## src/rtl/maindec_ext.sv

```systemverilog
// Multi-cycle MIPS main control FSM with memory wait/timeout handling and a trap state.
// Outputs are decoded combinationally from the current state, the opcode and mem_ready.
module maindec_ext #(
    parameter int MEM_WAIT_EN = 1,
    parameter int TIMEOUT     = 16,
    parameter int ENABLE_EXT  = 1
) (
    input  logic       clk,
    input  logic       reset,
    input  logic [5:0] op,
    input  logic       mem_ready,
    output logic       mem_req,
    output logic       pcwrite,
    output logic       memwrite,
    output logic       irwrite,
    output logic       regwrite,
    output logic       alusrca,
    output logic       branch,
    output logic       bne,
    output logic       iord,
    output logic       immext,
    output logic [1:0] regdst,
    output logic [1:0] wdsel,
    output logic [1:0] alusrcb,
    output logic [1:0] pcsrc,
    output logic [2:0] aluop,
    output logic [3:0] state_o,
    output logic [1:0] trap_cause
);

    typedef enum logic [3:0] {
        FETCH   = 4'd0,
        DECODE  = 4'd1,
        MEMADR  = 4'd2,
        MEMRD   = 4'd3,
        MEMWB   = 4'd4,
        MEMWR   = 4'd5,
        RTYPEEX = 4'd6,
        RTYPEWB = 4'd7,
        BREX    = 4'd8,
        IMMEX   = 4'd9,
        IMMWB   = 4'd10,
        JEX     = 4'd11,
        JALEX   = 4'd12,
        TRAP    = 4'd13
    } state_t;

    localparam logic [5:0] OP_RTYPE = 6'b000000;
    localparam logic [5:0] OP_J     = 6'b000010;
    localparam logic [5:0] OP_JAL   = 6'b000011;
    localparam logic [5:0] OP_BEQ   = 6'b000100;
    localparam logic [5:0] OP_BNE   = 6'b000101;
    localparam logic [5:0] OP_ADDI  = 6'b001000;
    localparam logic [5:0] OP_SLTI  = 6'b001010;
    localparam logic [5:0] OP_ANDI  = 6'b001100;
    localparam logic [5:0] OP_ORI   = 6'b001101;
    localparam logic [5:0] OP_LW    = 6'b100011;
    localparam logic [5:0] OP_SW    = 6'b101011;

    localparam logic       EXT_OK  = (ENABLE_EXT != 0);
    localparam logic       WAIT_OK = (MEM_WAIT_EN != 0);
    localparam logic       TO_EN   = WAIT_OK && (TIMEOUT != 0);
    localparam logic [7:0] TO_LAST = 8'((TIMEOUT == 0) ? 0 : TIMEOUT - 1);

    state_t     state_reg, state_next;
    logic [7:0] wait_cnt_reg, wait_cnt_next;
    logic [1:0] trap_cause_reg, trap_cause_next;
    logic       rdy;
    logic       mem_state;
    logic       timeout;
    logic       entering;

    assign rdy       = WAIT_OK ? mem_ready : 1'b1;
    assign mem_state = (state_reg == FETCH) || (state_reg == MEMRD) || (state_reg == MEMWR);
    // A ready on the last allowed cycle wins over the timeout.
    assign timeout   = TO_EN && mem_state && !mem_ready && (wait_cnt_reg == TO_LAST);

    always_ff @(posedge clk) begin
        if (reset) begin
            state_reg      <= FETCH;
            wait_cnt_reg   <= 8'd0;
            trap_cause_reg <= 2'b00;
        end else begin
            state_reg      <= state_next;
            wait_cnt_reg   <= wait_cnt_next;
            trap_cause_reg <= trap_cause_next;
        end
    end

    always_comb begin
        state_next      = state_reg;
        trap_cause_next = trap_cause_reg;
        case (state_reg)
            FETCH: begin
                if (timeout) begin
                    state_next      = TRAP;
                    trap_cause_next = 2'b10;
                end else if (rdy) begin
                    state_next = DECODE;
                end
            end
            DECODE: begin
                case (op)
                    OP_LW, OP_SW:              state_next = MEMADR;
                    OP_RTYPE:                  state_next = RTYPEEX;
                    OP_BEQ:                    state_next = BREX;
                    OP_ADDI:                   state_next = IMMEX;
                    OP_J:                      state_next = JEX;
                    OP_BNE:                    state_next = EXT_OK ? BREX : TRAP;
                    OP_ANDI, OP_ORI, OP_SLTI:  state_next = EXT_OK ? IMMEX : TRAP;
                    OP_JAL:                    state_next = EXT_OK ? JALEX : TRAP;
                    default:                   state_next = TRAP;
                endcase
                if (state_next == TRAP)
                    trap_cause_next = 2'b01;
            end
            MEMADR:  state_next = (op == OP_SW) ? MEMWR : MEMRD;
            MEMRD, MEMWR: begin
                if (timeout) begin
                    state_next      = TRAP;
                    trap_cause_next = 2'b10;
                end else if (rdy) begin
                    state_next = (state_reg == MEMRD) ? MEMWB : FETCH;
                end
            end
            RTYPEEX: state_next = RTYPEWB;
            IMMEX:   state_next = IMMWB;
            TRAP:    state_next = TRAP;
            default: state_next = FETCH;
        endcase
    end

    assign entering = (state_next != state_reg) &&
                      ((state_next == FETCH) || (state_next == MEMRD) || (state_next == MEMWR));

    always_comb begin
        wait_cnt_next = wait_cnt_reg;
        if (entering || rdy || timeout)
            wait_cnt_next = 8'd0;
        else if (mem_req)
            wait_cnt_next = wait_cnt_reg + 8'd1;
    end

    always_comb begin
        mem_req  = 1'b0;
        pcwrite  = 1'b0;
        memwrite = 1'b0;
        irwrite  = 1'b0;
        regwrite = 1'b0;
        alusrca  = 1'b0;
        branch   = 1'b0;
        bne      = 1'b0;
        iord     = 1'b0;
        immext   = 1'b0;
        regdst   = 2'b00;
        wdsel    = 2'b00;
        alusrcb  = 2'b00;
        pcsrc    = 2'b00;
        aluop    = 3'b000;
        case (state_reg)
            FETCH: begin
                mem_req = 1'b1;
                alusrcb = 2'b01;
                pcwrite = rdy;
                irwrite = rdy;
            end
            DECODE:  alusrcb = 2'b11;
            MEMADR: begin
                alusrca = 1'b1;
                alusrcb = 2'b10;
            end
            MEMRD: begin
                mem_req = 1'b1;
                iord    = 1'b1;
            end
            MEMWB: begin
                regwrite = 1'b1;
                wdsel    = 2'b01;
            end
            MEMWR: begin
                mem_req  = 1'b1;
                iord     = 1'b1;
                memwrite = !timeout;
            end
            RTYPEEX: begin
                alusrca = 1'b1;
                aluop   = 3'b010;
            end
            RTYPEWB: begin
                regwrite = 1'b1;
                regdst   = 2'b01;
            end
            BREX: begin
                alusrca = 1'b1;
                aluop   = 3'b001;
                pcsrc   = 2'b01;
                branch  = (op == OP_BEQ);
                bne     = (op == OP_BNE);
            end
            IMMEX: begin
                alusrca = 1'b1;
                alusrcb = 2'b10;
                case (op)
                    OP_ANDI: aluop = 3'b011;
                    OP_ORI:  aluop = 3'b100;
                    OP_SLTI: aluop = 3'b101;
                    default: aluop = 3'b000;
                endcase
                immext = (op == OP_ANDI) || (op == OP_ORI);
            end
            IMMWB:   regwrite = 1'b1;
            JEX: begin
                pcwrite = 1'b1;
                pcsrc   = 2'b10;
            end
            JALEX: begin
                pcwrite  = 1'b1;
                pcsrc    = 2'b10;
                regwrite = 1'b1;
                regdst   = 2'b10;
                wdsel    = 2'b10;
            end
            default: ;
        endcase
    end

    assign state_o    = state_reg;
    assign trap_cause = trap_cause_reg;

endmodule

```

## config.mk

```make
export PLATFORM = sky130hd
export DESIGN_NAME = maindec_ext
export DESIGN_NICKNAME = d
export VERILOG_FILES = /design/src/rtl/maindec_ext.sv
export SDC_FILE = /design/constraint.sdc
export NUM_CORES = 1
export LEC_CHECK = 0
export CORE_MARGIN = 1.5
export CORE_UTILIZATION = 43
export DETAILED_ROUTE_END_ITERATION = 8
export GPL_TIMING_DRIVEN = 0
export PLACE_DENSITY = 0.85
export SYNTH_ARGS = -nofsm -noshare
export SYNTH_HDL_FRONTEND = slang
export SYNTH_SLANG_ARGS = --single-unit
```

## constraint.sdc

```tcl
create_clock -name clk -period 2.89 [get_ports clk]
set_clock_uncertainty 0.2 [all_clocks]
set_input_delay 0.867 -clock clk [delete_from_list [all_inputs] [get_ports clk]]
set_output_delay 0.867 -clock clk [all_outputs]
set_load 0.05 [all_outputs]
```

==> metrics.md, run 1 <==
| Metric | Value |
|---|---|
| Status | finished, violations left |
| Failing checks | setup timing |
| Total power | 996 uW |
| Die Area | 0.00325 sq mm |
| Antenna cells | 0 |
| All-Layer GR Usage | 27.8% |
| Hold Vio Cnt, Final | 0 |
| Buf+Inv Stages, Crit Path | 2 |
| Hold Buf Count CTS | 0 |
| Power density over the cells | 442 mW/mm^2 |
| Nets | 248 |
| Setup ws final | -0.177 ns |
| Async SR Flop Fraction | 0% |
| Final period util | 106% |
| Largest net degree at the start of global routing | 11 |
| WL/cell | 18.0 um |
| Register area share after synthesis | 22.4% |
| Maxcap violations | 0 |
| Most frequent cells after synthesis | nor2_1, dfxtp_1, nand2_1, nor3_1, nor4_1 |
| Required @ worst endpoint | 1.82 ns |
| GR Overflow Total | 0 |
| H-tree levels | 1 |
| Hold_sp | trap_cause[0] |
| DP Wirelength | 2750 um |
| Vias in the first global route | 1,581 |
| Worst EP arrival | 2.00 ns |
| Main synth FF type | dfxtp_1 |
| Post-Syn Area | 0.00125 sq mm |
| Die Y | 57.0 um |
| HP Class | reg2reg |
| Reg2reg start | wait_cnt_reg[0] |
| Number of synthesized flops with an enable pin | 0 |
| Crit. End Element | output port |
| Post-DRT Antenna Nets | 0 |
| Initial antenna violation count | 0 |
| Yosys top cell by area | dfxtp_1 |
| Clock Sinks | 14 |
| Ratio of cells with drive above 1 in the final layout | 48.5% |
| Yosys top cell area share | 22.4% |
| Number of port buffers | 32 |
| Post-Route WL | 4810 um |
| Syn Nets | 178 |
| Reg area | 295 sq um |
| Fillcell total | 146 |
| First-pass DRT Iterations | 5 |
| Yosys warnings | 0 |
| Initial DRC Count | 100 |
| Post-layout instance count excluding filler cells | 268 |
| Slowest cell on crit path | or4_4 |
| DRC | 0 |
| Post-synth cell types | 54 |
| Crit-path cells | buf_12 -> or4_4 -> nor3_2 -> or2_4 -> buf_8 |
| Most common cell in the synthesized netlist | nor2_1 |
| Area grow syn2layout | 80.1% |
| Worst vdd ir | 463 uV |
| First-pass GRT wire length | 7220 um |
| IO Pins | 36 |
| Critical path class | in2out |
| RSZ-0062 raised after global routing | true |
| Placed Cells | 231 |
| FF+latch count, synth | 14 |
| CTS Buf Count | 3 |
| Mapped Cells | 168 |
| CTS max path bufs | 2 |
| Root Buffer | clkbuf_4 |
| Die X | 57.0 um |
| Tightest Pin Transition | 0.552 ns |
| Clock latency on the worst-skew pair | 0.28 ns |
| CORE AREA | 0.00276 sq mm |
| Vias per cell | 6.13 |
| FP Rows | 19 |
| Tmin final | 3.07 ns |
| Routability cong. | 0.907 |
| Initial core utilization | 45.4% |
| Multi-input logic area | 0.00112 sq mm |
| Cell family with most CP delay | simple AND/OR/NAND/NOR gates |
| Max-slew violation count | 0 |
| Place WS | -1.21 ns |
| CTS tree | yes |
| CTS clock-pin slew for the worst setup and hold paths | 0.08 ns |
| Max reg flops | 8 |
| Synthesized area per cell | 7.46 sq um |
| CP peak stage delay | 0.57 ns |
| Achievable frequency | 326 MHz |
| Crit Path Max Fanout | 8 |
| Crit. Startpoint | op[5] |
| Detailed-route via count | 1,642 |
| Setup crit start kind | primary input |
| Relative slew slack | 63.0% |
| Setup violators final | 11 |
| Dominant cells by area after synthesis | dfxtp_1, nor2_1, nor3_1 |
| Leakage | 0.935 nW |
-- timing repair --
item / in CTS / in global routing
pin swaps: 16 / 17
setup endpoints to repair: 29 / 23
hold endpoints to repair: 0 / 0
buffers inserted: 26 / 9
gates resized for setup: 134 / 23
-- placed cells by master, fill, tap and decap left out, drive strengths merged, types with 3 or more instances in the layout --
| master | count |
|---|---|
| xnor2 | 6 |
| clkdlybuf4s50 | 7 |
| and3 | 5 |
| nor2b | 5 |
| inv | 7 |
| a21oi | 6 |
| mux2i | 3 |
| nand2b | 4 |
| clkbuf | 8 |
| buf | 56 |
| nor2 | 18 |
| dlygate4sd2 | 7 |
| nor4 | 9 |
| nand2 | 11 |
| or2 | 4 |
| xor2 | 5 |
| nand3 | 8 |
| nor3 | 11 |
| o21ai | 5 |
| dfxtp | 14 |
| or3 | 3 |
-- cells by family (layout without fill, tap and decap cells) --
family | count (synthesis) | in the layout | synth area share (%)
compound gates | 28 | 28 | 17.0
xor+xnor | 11 | 11 | 8.29
fa+ha+maj | 1 | 1 | 0.999
buf+inv | 19 | 88 | 7.19
flops | 14 | 14 | 22.4
mux | 3 | 3 | 2.40
simple gates | 92 | 92 | 41.8
-- final timing paths --
kind                endpoint  slack [ns]  cells past startpoint
max                 aluop[0]       -0.18                      5
min            trap_cause[0]        0.30                      2
max reg2reg  wait_cnt_reg[7]        0.10                      8
min reg2reg    trap_cause[0]        0.30                      2
-- layout make-up --
cell class | count | area share, %
Multi-Input combinational cell | 135 | 49.5
Timing Repair Buffer | 67 | 26.8
Sequential cell | 14 | 13.1
Buffer | 10 | 6.10
Tap cell | 31 | 1.72
Clock buffer | 4 | 1.61
Inverter | 7 | 1.16
-- worst reg2reg max path: stages (launching register included) --
cell and delay (ns):
dfxtp_1 0.40, ha_1 0.18, nor2b_1 0.24, a311oi_2 0.16, or4_4 0.45, or4b_4 0.52, a211oi_4 0.31, buf_6 0.16
nor4_1 0.05
-- through the flow --
stage / hold WS, ns / TNS, ns / utilization [%] / instance area (sq um)
finish: 0.297 / -0.813 / 81.8 / 2260
detailed placement: 0.286 / -19.13 / 64.2 / 1770
global placement: 0.279 / -18.01 / 64.2 / 1770
floorplan: 0.335 / -1.94 / - / 1410
CTS: 0.305 / -0.380 / 77.5 / 2140
global route: 0.336 / -1.30 / 81.8 / 2260
-- report_power, final --
group / internal [mW] / leakage [nW] / switching, mW / total (mW)
registers: 0.206 / 0.116 / 0.0188 / 0.225
logic: 0.263 / 0.798 / 0.367 / 0.630
clock network: 0.0767 / 0.0210 / 0.0641 / 0.141
-- layer usage --
layer	wire length, um	track usage, %	vias to the layer above
met1	1710	30.6	778
met3	308	2.27	20
met2	2630	51.7	96
met4	160	15.9	0
li1	-	-	748
met5	0	0	-
(Power assumes the default switching activity.)
==> run 2, diff against run 1 <==
- PLACE_DENSITY: 0.85 -> 0.78
==> run 2 against run 1 <==
The run still ends with setup timing left. Critical endpoint is now bne. Utilization shrank 0.23 points. Global-route usage down 2.6 points. Largest power group unchanged. Power fell by 3.7%. Sequential cell count unchanged. Non-clock buffer count down 8. Setup slack got worse by 0.038 ns. Register-to-register slack worse by 0.02 ns. Highest routed layer unchanged.
==> metrics.md, run 2 (synthesized netlist as in run 1, its figures left out) <==
| Metric | Value |
|---|---|
| DP Wirelength | 2790 um |
| Detailed-route via count | 1,653 |
| Commonest non-fill, non-tap cell in the layout | buf_4 |
| CTS tree | yes |
| GR Overflow Total | 0 |
| Cell area after layout | 0.00225 sq mm |
| Hold Buf Count CTS | 0 |
| Nets | 240 |
| Worst vdd ir | 403 uV |
| Vias in the first global route | 1,452 |
| Reg2reg start | state_o[0] |
| Achievable frequency | 322 MHz |
| R2r setup slk | 0.08 ns |
| Leakage | 0.888 nW |
| CP Depth | 6 |
| Die X | 57.0 um |
| Vias per cell | 6.36 |
| Max reg flops | 8 |
| Maxcap violations | 0 |
| RSZ-0062 raised after global routing | true |
| Utilization after layout | 81.6% |
| Hold_sp | trap_cause[0] |
| FP Rows | 19 |
| Buf+Inv Stages, Crit Path | 3 |
| Place WS | -1.23 ns |
| Cell family with most CP delay | simple AND/OR/NAND/NOR gates |
| Required @ worst endpoint | 1.82 ns |
| Setup ws final | -0.215 ns |
| Post-Route WL | 4940 um |
| Crit-path cells | buf_12 -> buf_6 -> nor3_4 -> nand3_2 -> nor3b_4 -> buf_6 |
| Crit-path most repeated cell | buf_6 |
| Hold Vio Cnt, Final | 0 |
| Initial antenna violation count | 0 |
| Max-slew violation count | 0 |
| Largest net degree at the start of global routing | 11 |
| H-tree levels | 1 |
| Critical path class | in2out |
| Relative slew slack | 52.9% |
| Clock latency on the worst-skew pair | 0.27 ns |
| First-pass GRT wire length | 6660 um |
| Antenna cells | 0 |
| Die Y | 57.0 um |
| CP peak stage delay | 0.28 ns |
| Area after DPL | 0.00177 sq mm |
| Status | finished, violations left |
| Die Area | 0.00325 sq mm |
| Area grow syn2layout | 79.6% |
| CORE AREA | 0.00276 sq mm |
| CTS Buf Count | 3 |
| Crit. End Element | output port |
| Number of port buffers | 32 |
| First-pass DRT Iterations | 4 |
| Initial DRC Count | 83 |
| Clock Sinks | 14 |
| Post-DRT Antenna Nets | 0 |
| Hold depth | 2 |
| CTS max path bufs | 2 |
| Root Buffer | clkbuf_4 |
| Tmin final | 3.11 ns |
| HP Class | reg2reg |
| Setup crit start kind | primary input |
| Worst Reg-to-Reg Cells | 9 |
| Worst EP arrival | 2.04 ns |
| Ratio of cells with drive above 1 in the final layout | 50.2% |
| CTS clock-pin slew for the worst setup and hold paths | 0.08 ns |
| WL/cell | 19.0 um |
| End of the worst hold path | trap_cause[0] |
| Total power | 959 uW |
| Setup violators final | 15 |
| Initial core utilization | 45.4% |
| Routability cong. | 0.925 |
| Final period util | 107% |
| Slowest cell on crit path | nor3_4 |
| DRC | 0 |
| Most frequent cells in the layout | buf_4, nor2_1, buf_6 |
| Crit Path Max Fanout | 5 |
| All-Layer GR Usage | 25.1% |
| IO Pins | 36 |
| Capturing point of the worst reg2reg path | wait_cnt_reg[6] |
| Tightest Pin Transition | 0.706 ns |
| Failing checks | setup timing |
| Power density over the cells | 426 mW/mm^2 |
==> run 2: changes by cell type in the layout (fill, tap and decap cells not counted), sizes merged <==
cell	previous run	this run
clkbuf	8	10
clkdlybuf4s15	2	4
buf	56	49
dlygate4sd2	7	3
clkdlybuf4s18	1	0
==> run 2: final cells by class <==
cell class                      count  area (sq um)
Multi-Input combinational cell    135          1190
Sequential cell                    14           295
Timing Repair Buffer               59           527
Fill cell                         159           508
Buffer                             10           141
Inverter                            7          26.3
Tap cell                           31          38.8
Clock buffer                        4          26.3
==> run 2: stage by stage <==
stage / hold WS, ns / instances / TNS (ns)
6_report: 0.300 / 260 / -1.82
5_1_grt: 0.331 / 260 / -2.61
4_1_cts: 0.299 / 250 / -1.95
3_5_place_dp: 0.282 / 231 / -19.71
3_3_place_gp: 0.281 / 231 / -18.54
2_1_floorplan: 0.335 / 168 / -1.94
==> run 2: what timing repair did <==
item | CTS | global route
resized for setup | 129 | 50
setup endpoints to repair | 29 | 21
setup buffers | 17 | 10
pin swaps | 15 | 19
==> run 2: worst max path at each step <==
stage	to	start
3_5_place_dp	aluop[0]	op[4]
6_report	bne	op[5]
4_1_cts	aluop[0]	state_o[1]
2_1_floorplan	bne	state_o[3]
3_3_place_gp	aluop[0]	op[4]
5_1_grt	bne	op[5]
==> run 2: tightest hold or removal path, delay by kind of cell, from the launching register on <==
kind             cells  cell delay, ns
AND/OR/NAND/NOR      1            0.07
AO/OA/AOI/OAI        1            0.06
flip-flops           1            0.34
==> run 2: power by group <==
group | leakage, nW | switching, mW | total, mW | internal, mW
clock | 0.0150 | 0.0600 | 0.113 | 0.0535
sequential | 0.116 | 0.0190 | 0.225 | 0.206
combinational | 0.756 | 0.376 | 0.620 | 0.244
==> run 2: layer usage <==
layer | vias up | wire length, um | track usage (%)
met5 | - | 0 | 0
met1 | 783 | 1860 | 33.7
met4 | 0 | 251 | 7.97
met3 | 25 | 422 | 3.17
li1 | 740 | - | -
met2 | 105 | 2410 | 42.2
==> run 3, diff against run 2 <==
- CTS_BUF_LIST: not set -> sky130_fd_sc_hd__clkbuf_16
- SLEW_MARGIN: not set -> 30
==> run 3 against run 2 <==
The run still ends with setup timing left. Clock power up 140%. Final cell count is 1.2% higher. Final area rose by 4.7%. Sequential power about the same. First-iteration DRC count shrank 3.6%. Combinational power grew 1%. Utilization is 3.8 points higher. Sequential share of layout area shrank 0.69 points. Fmax up 2.6%. Routed wire length is 9.8% higher. Global-route usage up 2.3 points. Register-to-register slack worse by 0.05 ns. Largest cell class unchanged.
==> metrics.md, run 3 (synthesized netlist as in run 1, its figures left out) <==
| Metric | Value |
|---|---|
| Initial DRC Count | 80 |
| Ratio of cells with drive above 1 in the final layout | 47.4% |
| Largest net degree at the start of global routing | 11 |
| Most frequent cells in the layout | buf_4, buf_6, nor2_1 |
| Root Buffer | clkbuf_16 |
| Crit. End Element | output port |
| Vias per cell | 6.43 |
| Routability cong. | 0.925 |
| Switching Fraction | 43.1% |
| Hold Buf Count CTS | 0 |
| Vias in the first global route | 1,436 |
| Area grow syn2layout | 88.0% |
| RSZ-0062 raised after global routing | true |
| Commonest non-fill, non-tap cell in the layout | buf_4 |
| H-tree levels | 1 |
| Combinational Power Share | 56.0% |
| WL/cell | 20.6 um |
| CTS tree | yes |
| Fillcell total | 138 |
| IO Pins | 36 |
| Reg area | 293 sq um |
| FP Rows | 19 |
| Clock Sinks | 14 |
| Nets | 243 |
| Die X | 57.0 um |
| DP Wirelength | 2790 um |
| First-pass DRT Iterations | 4 |
| Setup crit start kind | primary input |
| Final hold slack | 0.314 ns |
| Max-slew violation count | 0 |
| All-Layer GR Usage | 27.4% |
| Initial core utilization | 45.4% |
| DRC | 0 |
| Relative slew slack | 60.1% |
| Post-Route WL | 5420 um |
| Worst EP arrival | 1.96 ns |
| GR Overflow Total | 0 |
| Leakage | 0.945 nW |
| Setup ws final | -0.138 ns |
| Tmin final | 3.03 ns |
| CTS max path bufs | 2 |
| Internal Dissipation | 638 uW |
| Crit Path Max Fanout | 4 |
| Final period util | 105% |
| Die Area | 0.00325 sq mm |
| Tightest Pin Transition | 0.598 ns |
| Number of port buffers | 32 |
| Die Y | 57.0 um |
| Maxcap violations | 0 |
| Status | finished, violations left |
| Detailed-route via count | 1,690 |
| Achievable frequency | 330 MHz |
| Max reg flops | 8 |
| Setup violators final | 14 |
| Failing checks | setup timing |
| Initial antenna violation count | 0 |
| Clock network fraction of design power | 23.7% |
| Critical path class | in2out |
| Multi-input logic area | 0.00117 sq mm |
| First-pass GRT wire length | 7040 um |
| Post-DRT Antenna Nets | 0 |
| Antenna cells | 0 |
| Place WS | -1.23 ns |
| Utilization after layout | 85.4% |
| Net Switching | 483 uW |
| Power density over the cells | 476 mW/mm^2 |
| CTS clock-pin slew for the worst setup and hold paths | 0.04 ns |
| Worst vdd ir | 558 uV |
| Hold Vio Cnt, Final | 0 |
| CORE AREA | 0.00276 sq mm |
| Setup TNS | -1.36 ns |
| CTS Buf Count | 3 |
| Clock latency on the worst-skew pair | 0.25 ns |
| HP Class | reg2reg |
| Sequential power share | 20.3% |
| Required @ worst endpoint | 1.82 ns |
-- run 3: timing repair --
item	CTS	global route
resized for setup	121	37
pin swaps	15	16
setup endpoints to repair	29	21
buffers inserted	20	9
cloned	0	1
-- run 3: cell type report --
cell class	instances	share of cell area (%)
multi-input combinational	135	49.8
timing repair buffer	62	25.6
sequential	14	12.4
buffer	10	6.00
clock buffer	3	3.19
tap	31	1.65
inverter	7	1.12
clock inverter	1	0.159
-- run 3: metrics by stage --
step	cell area, sq um	total power [mW]	std cells
after floorplan	1410	0.568	168
after global placement	1770	0.688	231
after detailed placement	1780	0.698	231
after global routing	2350	1.16	263
final	2350	1.12	263
after CTS	2110	1.03	253
-- run 3: power by group through the flow --
stage / registers [mW] / logic, mW / clock network, mW
after floorplan: 0.250 / 0.318 / 0
after global placement: 0.222 / 0.466 / 0
after detailed placement: 0.223 / 0.475 / 0
after CTS: 0.224 / 0.539 / 0.267
after global routing: 0.228 / 0.653 / 0.282
final: 0.228 / 0.628 / 0.266
-- run 3: worst paths after layout --
check	startpoint	end	slack, ns	cells past startpoint
worst max-delay path	op[5]	bne	-0.14	7
worst min register to register	trap_cause[0]	trap_cause[0]	0.31	2
worst min-delay path	trap_cause[0]	trap_cause[0]	0.31	2
worst max register to register	wait_cnt_reg[0]	wait_cnt_reg[6]	0.03	8
-- run 3: layer usage --
metal  GRT usage, %  part of all wire (%)
met1           36.1                    39
met2           45.6                    48
met3           2.72                   7.0
met4           12.0                   5.5
met5              0                     0
-- run 3: worst max-delay path, stage by stage --
cell     delay (ns)
buf_12         0.11
buf_12         0.12
nor3_4         0.24
buf_4          0.16
nand3_4        0.09
nor3b_4        0.19
buf_6          0.18
